==> config.mk <==
export PLATFORM = sky130hd
export DESIGN_NAME = ahb_mem_arbiter
export DESIGN_NICKNAME = d
export VERILOG_FILES = /design/src/rtl/ahb_mem_arbiter.sv
export SDC_FILE = /design/constraint.sdc
export NUM_CORES = 1
export LEC_CHECK = 0
export BUFFER_PORTS_ARGS = -buffer_cell sky130_fd_sc_hd__buf_2
export CAP_MARGIN = 20
export CELL_PAD_IN_SITES_DETAIL_PLACEMENT = 0
export CELL_PAD_IN_SITES_GLOBAL_PLACEMENT = 2
export CORE_MARGIN = 2
export CORE_UTILIZATION = 23
export DETAILED_ROUTE_END_ITERATION = 16
export PLACE_DENSITY = 0.78
export REMOVE_ABC_BUFFERS = 1
export SYNTH_ARGS = -nofsm -noshare
export SYNTH_HDL_FRONTEND = slang
export SYNTH_SLANG_ARGS = --single-unit
==> constraint.sdc <==
create_clock -name HCLK -period 2.2 [get_ports HCLK]
set_clock_uncertainty 0.2 [all_clocks]
set_input_delay 0.11 -clock HCLK [delete_from_list [all_inputs] [get_ports HCLK]]
set_output_delay 0.11 -clock HCLK [all_outputs]
set_load 0.005 [all_outputs]
==> src/rtl/ahb_mem_arbiter.sv <==
// Two-master AHB-Lite arbiter in front of a single shared memory slave.
// Each master port registers one address phase into a hold register, the
// arbiter issues held transfers to the slave (round-robin or fixed priority),
// and the data phase of one port overlaps the address phase of the other.
//
// state   | meaning
// --------+-----------------------------------------------------------
// ST_IDLE | no transfer held, master sees HREADY=1
// ST_PEND | address phase captured, waiting to be issued to the slave
// ST_DATA | transfer issued, port owns the slave data phase
module ahb_mem_arbiter #(
  parameter int ARB_MODE = 0
) (
  input  logic        HCLK,
  input  logic        HRESETn,
  input  logic        M0_HSEL,
  input  logic [31:0] M0_HADDR,
  input  logic [1:0]  M0_HTRANS,
  input  logic        M0_HWRITE,
  input  logic [2:0]  M0_HSIZE,
  input  logic [31:0] M0_HWDATA,
  output logic        M0_HREADY,
  output logic [31:0] M0_HRDATA,
  input  logic        M1_HSEL,
  input  logic [31:0] M1_HADDR,
  input  logic [1:0]  M1_HTRANS,
  input  logic        M1_HWRITE,
  input  logic [2:0]  M1_HSIZE,
  input  logic [31:0] M1_HWDATA,
  output logic        M1_HREADY,
  output logic [31:0] M1_HRDATA,
  output logic        S_HSEL,
  output logic [31:0] S_HADDR,
  output logic [1:0]  S_HTRANS,
  output logic        S_HWRITE,
  output logic [2:0]  S_HSIZE,
  output logic [31:0] S_HWDATA,
  output logic        S_HREADY,
  input  logic        S_HREADYOUT,
  input  logic [31:0] S_HRDATA
);

  typedef enum logic [1:0] {ST_IDLE = 2'd0, ST_PEND = 2'd1, ST_DATA = 2'd2} port_st_t;

  port_st_t    st_q [2];
  port_st_t    st_d [2];
  logic [1:0]  hsel_in;
  logic [1:0]  trans_act;
  logic [31:0] addr_in [2];
  logic [1:0]  write_in;
  logic [2:0]  size_in [2];
  logic [1:0]  port_rdy;
  logic [1:0]  cap;
  logic [1:0]  pend;
  logic [1:0]  grant;
  logic        issue;
  logic        win;
  logic [31:0] hold_addr_q [2];
  logic [1:0]  hold_wr_q;
  logic [2:0]  hold_size_q [2];
  logic        own_vld_q;
  logic        own_id_q;
  logic        last_q;
  // only HTRANS[1] distinguishes active from IDLE/BUSY; SEQ is issued as NONSEQ
  logic        unused_htrans;

  assign unused_htrans = M0_HTRANS[0] ^ M1_HTRANS[0];
  assign hsel_in    = {M1_HSEL, M0_HSEL};
  assign trans_act  = {M1_HTRANS[1], M0_HTRANS[1]};
  assign write_in   = {M1_HWRITE, M0_HWRITE};
  assign addr_in[0] = M0_HADDR;
  assign addr_in[1] = M1_HADDR;
  assign size_in[0] = M0_HSIZE;
  assign size_in[1] = M1_HSIZE;

  // Per-port ready, capture qualifier and pending flag
  always_comb begin
    port_rdy = '0;
    cap      = '0;
    pend     = '0;
    for (int i = 0; i < 2; i++) begin
      port_rdy[i] = (st_q[i] == ST_IDLE) || ((st_q[i] == ST_DATA) && S_HREADYOUT);
      cap[i]      = hsel_in[i] && trans_act[i] && port_rdy[i];
      pend[i]     = (st_q[i] == ST_PEND);
    end
  end

  // Winner select: a tie goes to the port not granted last, or to M0 in fixed mode
  always_comb begin
    issue = S_HREADYOUT && (pend != 2'b00);
    if (pend == 2'b11) win = (ARB_MODE == 1) ? 1'b0 : ~last_q;
    else               win = pend[1];
    grant = '0;
    if (issue) grant[win] = 1'b1;
  end

  // Port state registers
  always_ff @(posedge HCLK or negedge HRESETn) begin
    if (!HRESETn) begin
      for (int i = 0; i < 2; i++) st_q[i] <= ST_IDLE;
    end else begin
      for (int i = 0; i < 2; i++) st_q[i] <= st_d[i];
    end
  end

  // Port next-state logic; completion and a fresh capture may share one edge
  always_comb begin
    for (int i = 0; i < 2; i++) begin
      st_d[i] = st_q[i];
      case (st_q[i])
        ST_IDLE: if (cap[i]) st_d[i] = ST_PEND;
        ST_PEND: if (grant[i]) st_d[i] = ST_DATA;
        ST_DATA: if (S_HREADYOUT) st_d[i] = cap[i] ? ST_PEND : ST_IDLE;
        default: st_d[i] = ST_IDLE;
      endcase
    end
  end

  // Hold registers, data-phase owner and last-grant pointer
  always_ff @(posedge HCLK or negedge HRESETn) begin
    if (!HRESETn) begin
      for (int i = 0; i < 2; i++) begin
        hold_addr_q[i] <= '0;
        hold_size_q[i] <= '0;
      end
      hold_wr_q <= '0;
      own_vld_q <= 1'b0;
      own_id_q  <= 1'b0;
      last_q    <= 1'b1;
    end else begin
      for (int i = 0; i < 2; i++) begin
        if (cap[i]) begin
          hold_addr_q[i] <= addr_in[i];
          hold_wr_q[i]   <= write_in[i];
          hold_size_q[i] <= size_in[i];
        end
      end
      if (issue) begin
        own_vld_q <= 1'b1;
        own_id_q  <= win;
        last_q    <= win;
      end else if (own_vld_q && S_HREADYOUT) begin
        own_vld_q <= 1'b0;
      end
    end
  end

  // Master and slave side outputs
  always_comb begin
    M0_HREADY = port_rdy[0];
    M1_HREADY = port_rdy[1];
    M0_HRDATA = (own_vld_q && !own_id_q) ? S_HRDATA : 32'h0;
    M1_HRDATA = (own_vld_q &&  own_id_q) ? S_HRDATA : 32'h0;
    S_HSEL    = issue;
    S_HTRANS  = issue ? 2'b10 : 2'b00;
    S_HADDR   = issue ? hold_addr_q[win] : 32'h0;
    S_HWRITE  = issue ? hold_wr_q[win] : 1'b0;
    S_HSIZE   = issue ? hold_size_q[win] : 3'b000;
    S_HREADY  = S_HREADYOUT;
    S_HWDATA  = own_vld_q ? (own_id_q ? M1_HWDATA : M0_HWDATA) : 32'h0;
  end

endmodule
After elaboration in Yosys (flattened, before gate mapping)
Cells that the tools add are included.
{ "word_totals": {"regBits": 79, "latchBits": 0, "ramBits": 0, "rom_bits": 0, "out_inout_bits": 138, "wordCells": 79, "mem_count": 0} }
{ "classes": {"add_sub_neg": 0, "multipliers": 0, "n_div": 0, "magnitude_cmp": 3, "n_eq_ne": 11, "shifts": 0, "n_mux": 32, "bitwise_logic": 2, "reduce_logical": 20} }
{ "ops": {"columns": ["operator", "n"], "rows": [
  ["32-bit two-way mux", 8],
  ["2-bit two-way mux", 8],
  ["3-bit two-way mux", 4],
  ["2-bit one-hot mux with 3 select lines", 2],
  ["1-bit logical AND", 11],
  ["1-bit two-way mux", 9],
  ["2-bit inequality test (second input constant)", 4],
  ["2-bit equality test (second input constant)", 3],
  ["3-bit AND reduction", 2],
  ["2-bit by 1-bit equality test with 1-bit output (second input constant)", 2],
  ["2-bit zero test", 2],
  ["2-bit by 1-bit inequality test with 1-bit output (second input constant)", 2],
  ["2-bit nonzero test", 2],
  ["2-bit greater-or-equal comparator (second input constant)", 1],
  ["1-bit logical OR", 2],
  ["1-bit by 2-bit < comparator with 1-bit output (second input constant)", 1],
  ["1-bit NOT with 2-bit output", 1],
  ["1-bit demux with 1-bit select", 1],
  ["1-bit greater-or-equal comparator (second input constant)", 1],
  ["1-bit zero test", 1],
  ["1-bit NOT", 1]
]} }

Longest topological paths before layout
Gate-level depths: netlist (run 1).
{ "logic_depth": {"word_depth": 10, "mapped_depth": 5} }

Worst setup path before layout (run 1)
OpenSTA, ideal clock, no wires.
{ "synth_timing": {"path_kind": "reg2reg", "startpoint": "reg st_q[1] in the netlist's numbering", "endpoint": "reg hold_addr_q[0] in the netlist's numbering", "setup_time_ps": 125, "arrival_time_ps": 1433, "t_required_ps": 1875, "setup_slack_ps": 443, "stages_incl_launch_ff": 5, "n_path_buf": 1, "synth_period_minus_slack_ps": 1757, "path_cell_list": "dfrtp_1 -> nor2b_2 -> nor3_4 -> buf_6 -> mux2_2"} }
{ "synth_between": {"elab_chain_cells": 4, "elab_cells_between_ends": 5, "classes_between": "eq/ne: 1; reduce/logical: 4"} }
{ "synth_rtl": {"columns": ["item", "line_no", "rtl"], "rows": [
  ["start, declared", "45", "port_st_t st_q [2];"],
  ["2-bit equality test", "82", "port_rdy[i] = (st_q[i] == ST_IDLE) || ((st_q[i] == ST_DATA) && S_HREADYOUT);"],
  ["1-bit logical AND", "82", null],
  ["1-bit logical OR *", "82", null],
  ["1-bit logical AND *", "83", "cap[i] = hsel_in[i] && trans_act[i] && port_rdy[i];"],
  ["end signal, assigned by index", "133", "hold_addr_q[i] <= addr_in[i];"],
  ["end, declared", "58", "logic [31:0] hold_addr_q [2];"]
]} }
Mark *: on every way between the ends. The rest lies on a longest branch, timed or not.
A chain may end at the register's enable or synchronous reset.

Worst setup path after layout (run 1)
{ "layout_timing": {"startpoint": "reg st_q[2] in the netlist's numbering", "endpoint": "out S_HADDR[2]"} }
{ "layout_between": {"elab_chain_cells": 8, "elab_cells_between_ends": 10, "classes_between": "eq/ne: 2; mux: 5; bitwise: 1; reduce/logical: 2"} }
{ "layout_rtl": {"columns": ["item", "line_no", "rtl"], "rows": [
  ["2-bit by 1-bit equality test with 1-bit output *", "84", "pend[i] = (st_q[i] == ST_PEND);"],
  ["2-bit equality test", "91", "if (pend == 2'b11) win = (ARB_MODE == 1) ? 1'b0 : ~last_q;"],
  ["1-bit two-way mux", "91", null],
  ["1-bit NOT with 2-bit output (implied by the code)", "156", "S_HADDR = issue ? hold_addr_q[win] : 32'h0;"],
  ["32-bit two-way mux (implied by the code) (3 in series)", "156", null],
  ["32-bit two-way mux *", "156", null],
  ["end, declared", "33", "output logic [31:0] S_HADDR,"]
]} }
Mark *: on every way between the ends. The rest lies on a longest branch, timed or not. The select of a mux whose other input is x is not followed.

==> results of run 1 <==
-- sequential cells by signal (all words and copies together), names as in the netlist --
register and cells:
last_q 1, own_vld_q 1, hold_size_q 6, hold_wr_q 2, hold_addr_q 64, own_id_q 1
st_q 4
-- report_power, final --
group | leakage [nW] | switching (mW) | internal (mW)
Clock | 0.136 | 0.596 | 0.793
Combinational | 2.81 | 1.69 | 2.09
Sequential | 0.935 | 0.500 | 2.20
-- logic make-up after synthesis --
group                  synth area share (%)
AOI/OAI and AO/OA                      8.96
other                                0.0867
buffers and inverters                  5.00
DFF                                    45.7
muxes                                  26.1
and+or+nand+nor                        14.1
-- cell type report --
type | instances | area [um2] | share of cell area (%)
inverter | 6 | 22.5 | 0.311
multi-input combinational | 259 | 2150 | 29.7
clock buffer | 11 | 243 | 3.35
antenna | 4 | 10.0 | 0.138
sequential | 79 | 1980 | 27.4
clock inverter | 5 | 31.3 | 0.432
tap | 234 | 293 | 4.05
timing repair buffer | 401 | 2510 | 34.7
-- stage by stage --
step	utilization, %	instances	power (mW)
floorplan	-	344	4.66
global placement	33.3	905	6.28
detailed placement	33.3	905	6.38
CTS	38.8	995	7.91
global route	38.9	999	8.44
finish	38.9	999	7.88
-- final timing paths --
| kind | startpoint | end | slack (ps) | cells past startpoint |
|---|---|---|---|---|
| setup / recovery | st_q[2] | S_HADDR[2] | 80 | 5 |
| hold / removal | M1_HTRANS[1] | st_q[0] | 40 | 4 |
| setup reg to reg | st_q[1] | hold_addr_q[20] | 450 | 4 |
| hold reg to reg | hold_size_q[4] | hold_size_q[4] | 290 | 1 |
| max in group asynchronous | HRESETn | last_q | 1120 | 3 |
| min in group asynchronous | HRESETn | hold_addr_q[59] | 110 | 2 |
-- cell usage in the layout, fill, tap and decap left out, types with 2 or more instances in the layout --
master	netlist	layout
mux2_2	68	68
and3_1	32	32
buf_4	3	9
mux2i_1	32	32
nor2b_2	2	2
buf_2	11	310
nor3_4	2	2
dlygate4sd3_1	0	74
dfrtp_1	78	77
clkbuf_16	0	9
diode_2	0	4
inv_1	5	5
and2_1	32	32
nor2_1	35	35
a21o_1	4	4
buf_12	0	7
a22o_1	36	36
o21bai_1	2	2
mux2_1	4	4
clkinv_2	0	3
nand2_1	2	2
o21ai_0	2	2
-- metal layers --
metal,track usage (%),up-vias
met5,0,-
met4,5.68,0
met2,28.1,212
met3,3.87,21
met1,17.6,2093
li1,-,2089
-- synth_stat cells --
library cell  number
and2_1            32
nand2_1            2
nand2b_1           1
clkbuf_1          13
buf_6              6
nor2b_1            1
a22o_1            36
mux2_1             4
mux2i_1           32
o21bai_1           2
conb_1             1
buf_2             11
nor2_1            35
inv_1              5
o21ai_0            2
buf_4              3
dfrtp_1           78
and3_1            32
dfstp_2            1
nor3_4             2
a21o_1             4
o211a_1            1
and2b_1            1
mux2_2            68
nor2b_2            2
a211oi_1           1
clkinv_1           1
-- critical path, stage by stage, from the launching register on --
cell      delay (ps)
dfrtp_1          420
and2b_2          260
a211oi_4         290
buf_12           210
a22o_1           160
buf_2            110
-- what timing repair did --
action                                  CTS  global route
endpoints found under the hold margin   151             0
pin swaps                                 0             1
cloned                                    0             0
endpoints found under the setup margin   23            35
gates resized for setup                   2             6
hold buffers                             74             0
==> flow_summary.yaml, run 1 <==
clocking:
  clock-sinks: 79
  cts_tree: "done"
  cts-root-buf: "clkbuf_16"
  cts_buffers: 9
  post_cts_buffers: 0
  htree_num_levels: 3
  clockBufferDepth: 2
  path_clk_slew_ps: 60
  insertion_delay_ps: 340
run_status:
  status: "completed"
timing:
  fin_setup_tns_ps: 0
  finalSetupViolCount: 0
  finalHoldViolCount: 0
  period_share_pct: 96.2
  period_needed_ps: 2120
  grt_setup_unrepaired: "true"
  max_freq_mhz: 473
  setup_ws_ps: 83.6
  whs_ps: 40.7
  relSlewSlack_pct: 64.9
  worst_slew_pin_slew_ps: 526
  drv_slew: 0
route:
  remaining_drc_errors: 0
  routed-wl-met3_mm: 1.22
  wl_per_cell_um: 15.9
  vias: 4415
  wl_met1_mm: 6.29
  wl_met2_mm: 8.06
  ant_nets: 0
  drt-total-wl_mm: 15.9
  post_drt_via_cell_ratio: 4.42
  drt_iter0_markers: 123
  firstDrtPassIters: 6
  top_layer: "met4"
power_and_ir_drop:
  cellPowerDensity_mw_per_mm2: 1090
  power.leakage_nw: 3.88
  ir_worst_vdd_mv: 0.608
yosys:
  ys_seq_area_share_pct: 45.7
  syn_avg_cell_area_um2: 11.5
  yosysWarnings: 0
  synth_area_leader_cell: "dfrtp_1"
  synthCells: 377
  yosys-top-cells-area: "dfrtp_1 45%, mux2_2 18%, mux2i_1 7.4%, a22o_1 7.3%, and2_1 4.6%"
  synth_area_mm2: 0.00433
  yosys.area.top_type_share_pct: 45.1
  synth-seq-cells: 79
  ys_types: 27
die:
  core_region_area_mm2: 0.0186
  dieArea_mm2: 0.0199
  pin_count: 315
  die_x_um: 141
  start_util_pct: 23.3
  rows: 50
  die_y_um: 141
setup_path:
  critPathMaxFanout: 24
  arrival_ps: 1810
  cp-start-kind: "flop"
  worstSetupPathType: "reg -> out"
  required_ps: 1890
  crit_path_end_kind: "output port"
placed_design:
  dp_hpwl_mm: 11.9
  dp_slack_ps: 345
  port_buffers: 311
  gp_congestion: 0.818
  place_area_mm2: 0.00618
flow_run:
  drv_cap: 0
layout:
  area_growth_pct: 67.2
  fin_area_mm2: 0.00724
  fillCellCount: 1833
  drive_gt1_share_pct: 54.9
  nets: 933
grt:
  grt_pass1_wl_mm: 24.4
  grt_max_degree: 38
  track_usage_pct: 15.5
  antenna_found_initial: 4
  grt_pass1_vias: 4636
  overflow: 0
min_path:
  hold_class: "in -> reg"
No activity file was read; power rests on OpenSTA's default activity.
==> run 2, diff against run 1 <==
--- a/config.mk
+++ b/config.mk
@@ -13,7 +13,6 @@
 export CORE_UTILIZATION = 23
 export DETAILED_ROUTE_END_ITERATION = 16
 export PLACE_DENSITY = 0.78
-export REMOVE_ABC_BUFFERS = 1
 export SYNTH_ARGS = -nofsm -noshare
 export SYNTH_HDL_FRONTEND = slang
 export SYNTH_SLANG_ARGS = --single-unit
==> run 2 against run 1 <==
Effect of this change: die area stayed put; worst hold slack better by 43 ps; core utilization is 0.10 points higher; critical path type unchanged; sequential share of layout area is 0.054 points lower; global-route usage is 0.069 points higher; first-iteration DRC count is 9.8% lower; clock power hardly changed; sequential power is 3% lower; worst setup slack worse by 21 ps.
==> flow_summary.yaml, run 2 (synthesis results as in run 1) <==
layout:
  fillCellCount: 1873
  regArea_mm2: 0.00198
  drive_gt1_share_pct: 55.2
  area_growth_pct: 67.7
  final_common_cell: "buf_2"
  fin_area_mm2: 0.00725
  largest_register: "hold_addr_q"
  multi_input_area_mm2: 0.00215
  stdcell_count: 997
  nets: 933
  largest_register_ffs: 64
  top_regs: "hold_addr_q: 64 flops, hold_size_q: 6 flops, st_q: 4 flops"
  final_cell_mix: "310 x buf_2, 76 x dfrtp_1, 74 x dlygate4sd3_1"
setup_path:
  crit_start: "st_q[2]"
  worstSetupPathType: "reg -> out"
  r2r_cells: 4
  cp-start-kind: "flop"
  crit_path_end_kind: "output port"
  reg2reg_from: "st_q[3]"
  arrival_ps: 1830
  critPathMaxFanout: 10
  required_ps: 1890
power_and_ir_drop:
  cellPowerDensity_mw_per_mm2: 1090
  power.leakage_nw: 3.87
  ir_worst_vdd_mv: 0.606
timing:
  max_freq_mhz: 468
  period_needed_ps: 2140
  drv_slew: 0
  grt_setup_unrepaired: "false"
  period_share_pct: 97.2
  whs_ps: 84.0
  worst_slew_pin_slew_ps: 509
  finalSetupViolCount: 0
  relSlewSlack_pct: 65.7
  fin_setup_tns_ps: 0
  finalHoldViolCount: 0
grt:
  track_usage_pct: 15.6
  grt_pass1_wl_mm: 24.3
  grt_max_degree: 80
  antenna_found_initial: 3
  grt_pass1_vias: 4469
  overflow: 0
die:
  core_region_area_mm2: 0.0186
  dieArea_mm2: 0.0199
  die_x_um: 141
  pin_count: 315
  start_util_pct: 23.3
  die_y_um: 141
  rows: 50
placed_design:
  dp_hpwl_mm: 12.2
  place_area_mm2: 0.00615
  gp_congestion: 0.860
  port_buffers: 311
  dp_cells: 901
min_path:
  whs_path_depth: 4
  hold_class: "in -> reg"
  hold_start: "M0_HTRANS[1]"
route:
  vias: 4398
  drt_iter0_markers: 111
  firstDrtPassIters: 4
  ant_nets: 0
  drt-total-wl_mm: 16.8
  post_drt_via_cell_ratio: 4.41
  wl_per_cell_um: 16.9
  remaining_drc_errors: 0
clocking:
  clockBufferDepth: 2
  cts-root-buf: "clkbuf_16"
  insertion_delay_ps: 330
  cts_tree: "done"
  clock-sinks: 79
  htree_num_levels: 3
  path_clk_slew_ps: 60
  cts_buffers: 9
flow_run:
  drv_cap: 0
run_status:
  status: "completed"
yosys:
  syn_nets: 554
-- run 2: area by class of cell --
cell class,count,area share (%)
antenna,2,0.0690
sequential,79,27.3
clock inverter,7,0.793
inverter,6,0.310
tap,234,4.04
clock buffer,9,3.10
multi-input combinational,259,29.6
timing repair buffer,401,34.8
-- run 2: routing by layer --
metal  global-route usage, %  vias to the layer above  share of wire (%)
met5                       0                        -              0.048
met4                    4.63                        2                2.0
met3                    3.77                       25                6.7
met2                    28.8                      180                 53
met1                    17.8                     2102                 39
li1                        -                     2089                  -
-- run 2: repair_timing --
action                                 4_1_cts  5_1_grt
setup buffers                                0        1
resized for setup                            0        3
endpoints found under the hold margin      152        0
hold buffers                                74        0
setup endpoints to repair                    0       36
-- run 2: report_power, final --
part	switching, mW	internal (mW)	leakage, nW
sequential	0.402	2.20	0.933
clock	0.624	0.775	0.129
combinational	1.79	2.11	2.81
-- run 2: metrics by stage --
stage / worst slack, ps / util (%) / power [mW]
2_1_floorplan: 443 / - / 4.79
3_3_place_gp: 399 / 33.1 / 6.25
3_5_place_dp: 389 / 33.1 / 6.35
4_1_cts: 1.10 / 38.6 / 7.89
5_1_grt: 0.0941 / 39.0 / 8.49
6_report: 62.3 / 39.0 / 7.91
-- run 2: final timing paths --
path	slack (ps)	end
min in group asynchronous	140	hold_addr_q[22]
worst max-delay path	60	S_HADDR[13]
max in group asynchronous	1320	hold_size_q[2]
worst max register to register	420	hold_addr_q[45]
worst min-delay path	80	hold_addr_q[62]
worst min register to register	290	hold_addr_q[61]
-- run 2: critical path: stages (launching register included) --
cell and delay (ps):
dfrtp_1 430, and2b_2 260, a211oi_4 210, buf_6 170, buf_6 180, a22o_1 150, buf_2 110
==> run 3, diff against run 2 <==
--- a/config.mk
+++ b/config.mk
@@ -12,7 +12,7 @@
 export CORE_MARGIN = 2
 export CORE_UTILIZATION = 23
 export DETAILED_ROUTE_END_ITERATION = 16
-export PLACE_DENSITY = 0.78
+export PLACE_DENSITY_LB_ADDON = 0.05
 export SYNTH_ARGS = -nofsm -noshare
 export SYNTH_HDL_FRONTEND = slang
 export SYNTH_SLANG_ARGS = --single-unit
==> run 3 against run 2 <==
Effect of this change: combinational power hardly changed; count of clock-buffer cells in the layout grew 2; worst hold slack lost 57 ps; register-to-register slack worse by 20 ps; design area is 0.33% higher; maximum frequency shrank 1.4%; die area unchanged; sequential power is 2% higher; worst setup slack worse by 30 ps; routed wire length decreased by 3.9%; largest cell class unchanged; highest routed layer unchanged.
==> flow_summary.yaml, run 3 (synthesis results as in run 1) <==
route:
  wl_per_cell_um: 16.2
  post_drt_via_cell_ratio: 4.35
  drt-total-wl_mm: 16.1
  drt_iter0_markers: 149
  remaining_drc_errors: 0
  ant_nets: 0
  firstDrtPassIters: 4
  vias: 4324
power_and_ir_drop:
  intPower_mw: 5.34
  p_switching_mw: 2.78
  p_comb_share_pct: 47.8
  cellPowerDensity_mw_per_mm2: 1120
  p_total_mw: 8.12
  switching_share_pct: 34.2
  ir_worst_vdd_mv: 0.582
  power_frac_seq_pct: 32.7
  pwr-share-clk_pct: 19.5
  power.leakage_nw: 3.89
placed_design:
  port_buffers: 311
  dp_hpwl_mm: 11.7
  gp_congestion: 0.788
clocking:
  clockBufferDepth: 2
  cts_tree: "done"
  cts-root-buf: "clkbuf_16"
  path_clk_slew_ps: 60
  cts_buffers: 9
  htree_num_levels: 3
  clock-sinks: 79
  insertion_delay_ps: 340
setup_path:
  arrival_ps: 1860
  cp-start-kind: "flop"
  worstSetupPathType: "reg -> out"
  r2r-end: "hold_addr_q[13]"
  crit_path_end_kind: "output port"
  critPathMaxFanout: 14
  required_ps: 1890
  reg2reg_from: "st_q[1]"
  reg2reg_slack_ps: 400
  r2r_cells: 4
die:
  core_region_area_mm2: 0.0186
  rows: 50
  dieArea_mm2: 0.0199
  die_y_um: 141
  start_util_pct: 23.3
  die_x_um: 141
  pin_count: 315
layout:
  largest_register: "hold_addr_q"
  largest_register_ffs: 64
  utilization_pct: 39.2
  nets: 933
  area_growth_pct: 68.2
  top_regs: "hold_addr_q: 64 flops, hold_size_q: 6 flops, st_q: 4 flops"
  diodes: 0
  drive_gt1_share_pct: 55.1
  final_cell_mix: "310 x buf_2, 77 x dfrtp_1, 74 x dlygate4sd3_1"
  final_common_cell: "buf_2"
timing:
  relSlewSlack_pct: 65.3
  finalSetupViolCount: 0
  period_needed_ps: 2170
  finalHoldViolCount: 0
  drv_slew: 0
  grt_setup_unrepaired: "true"
  max_freq_mhz: 461
  period_share_pct: 98.5
  worst_slew_pin_slew_ps: 520
  fin_setup_tns_ps: 0
grt:
  grt_pass1_wl_mm: 24.1
  overflow: 0
  grt_max_degree: 53
  grt_pass1_vias: 4361
  track_usage_pct: 15.4
  antenna_found_initial: 1
flow_run:
  drv_cap: 0
min_path:
  hold_class: "in -> async"
run_status:
  status: "completed"
yosys:
  syn_nets: 554
==> run 3: changes by cell type in the layout (fill, tap and decap cells not counted), sizes merged <==
| cell | previous run | this run |
|---|---|---|
| clkbuf | 11 | 12 |
| inv | 7 | 5 |
| clkinvlp | 3 | 0 |
| bufinv | 0 | 2 |
| buf | 325 | 326 |
| diode | 2 | 0 |
==> run 3: layout make-up <==
cell class              instances  area, um2
clock buffers                  11        243
clock inverters                 4       70.1
fillers                      1910      11300
inverters                       6       22.5
multi-input cells             259       2160
flip-flops and latches         79       1980
well taps                     234        293
repair buffers                401       2510
==> run 3: how the worst max path moves through the flow <==
stage               startpoint              to  slack, ps
floorplan              st_q[1]  hold_addr_q[0]        440
global placement       st_q[2]      S_HADDR[5]        370
detailed placement     st_q[2]      S_HADDR[5]        340
CTS                    st_q[2]      S_HADDR[5]         10
global route           st_q[2]      S_HADDR[9]        -10
finish                 st_q[2]     S_HADDR[23]         30
==> run 3: metal layers <==
| layer | up-vias | GRT usage, % | wire length (um) |
|---|---|---|---|
| li1 | 2088 | - | - |
| met1 | 2061 | 17.1 | 6200 |
| met2 | 160 | 29.4 | 8610 |
| met3 | 13 | 3.40 | 1120 |
| met4 | 2 | 4.58 | 198 |
| met5 | - | 0 | 7 |
==> run 3: power groups by stage <==
stage	logic (mW)	clock network (mW)	registers, mW
finish	3.88	1.58	2.65
floorplan	2.29	0	2.51
global route	4.27	1.71	2.77
detailed placement	3.75	0	2.69
global placement	3.73	0	2.64
CTS	3.86	1.63	2.66
==> run 3: timing repair <==
action / 4_1_cts / 5_1_grt
buffers inserted: 0 / 2
hold buffers: 74 / 0
setup endpoints to repair: 3 / 36
pin swaps: 0 / 3
endpoints found under the hold margin: 152 / 0
gates resized for setup: 1 / 9
gates cloned: 0 / 1
==> run 3: critical path, stage by stage (launching register included) <==
cell,delay (ps)
dfrtp_1,420
and2b_2,260
a211oi_4,240
buf_4,170
clkbuf_16,170
a22o_1,140
buf_2,110
==> run 3: through the flow <==
stage	cells	area (um2)	hold slack, ps	setup slack [ps]
final	994	7280	26.9	32.5
after floorplan	377	4330	-386	443
after CTS	991	7200	37.1	10.5
after global placement	902	6150	-144	374
after detailed placement	902	6150	-142	344
after global routing	994	7280	72.2	-14.2
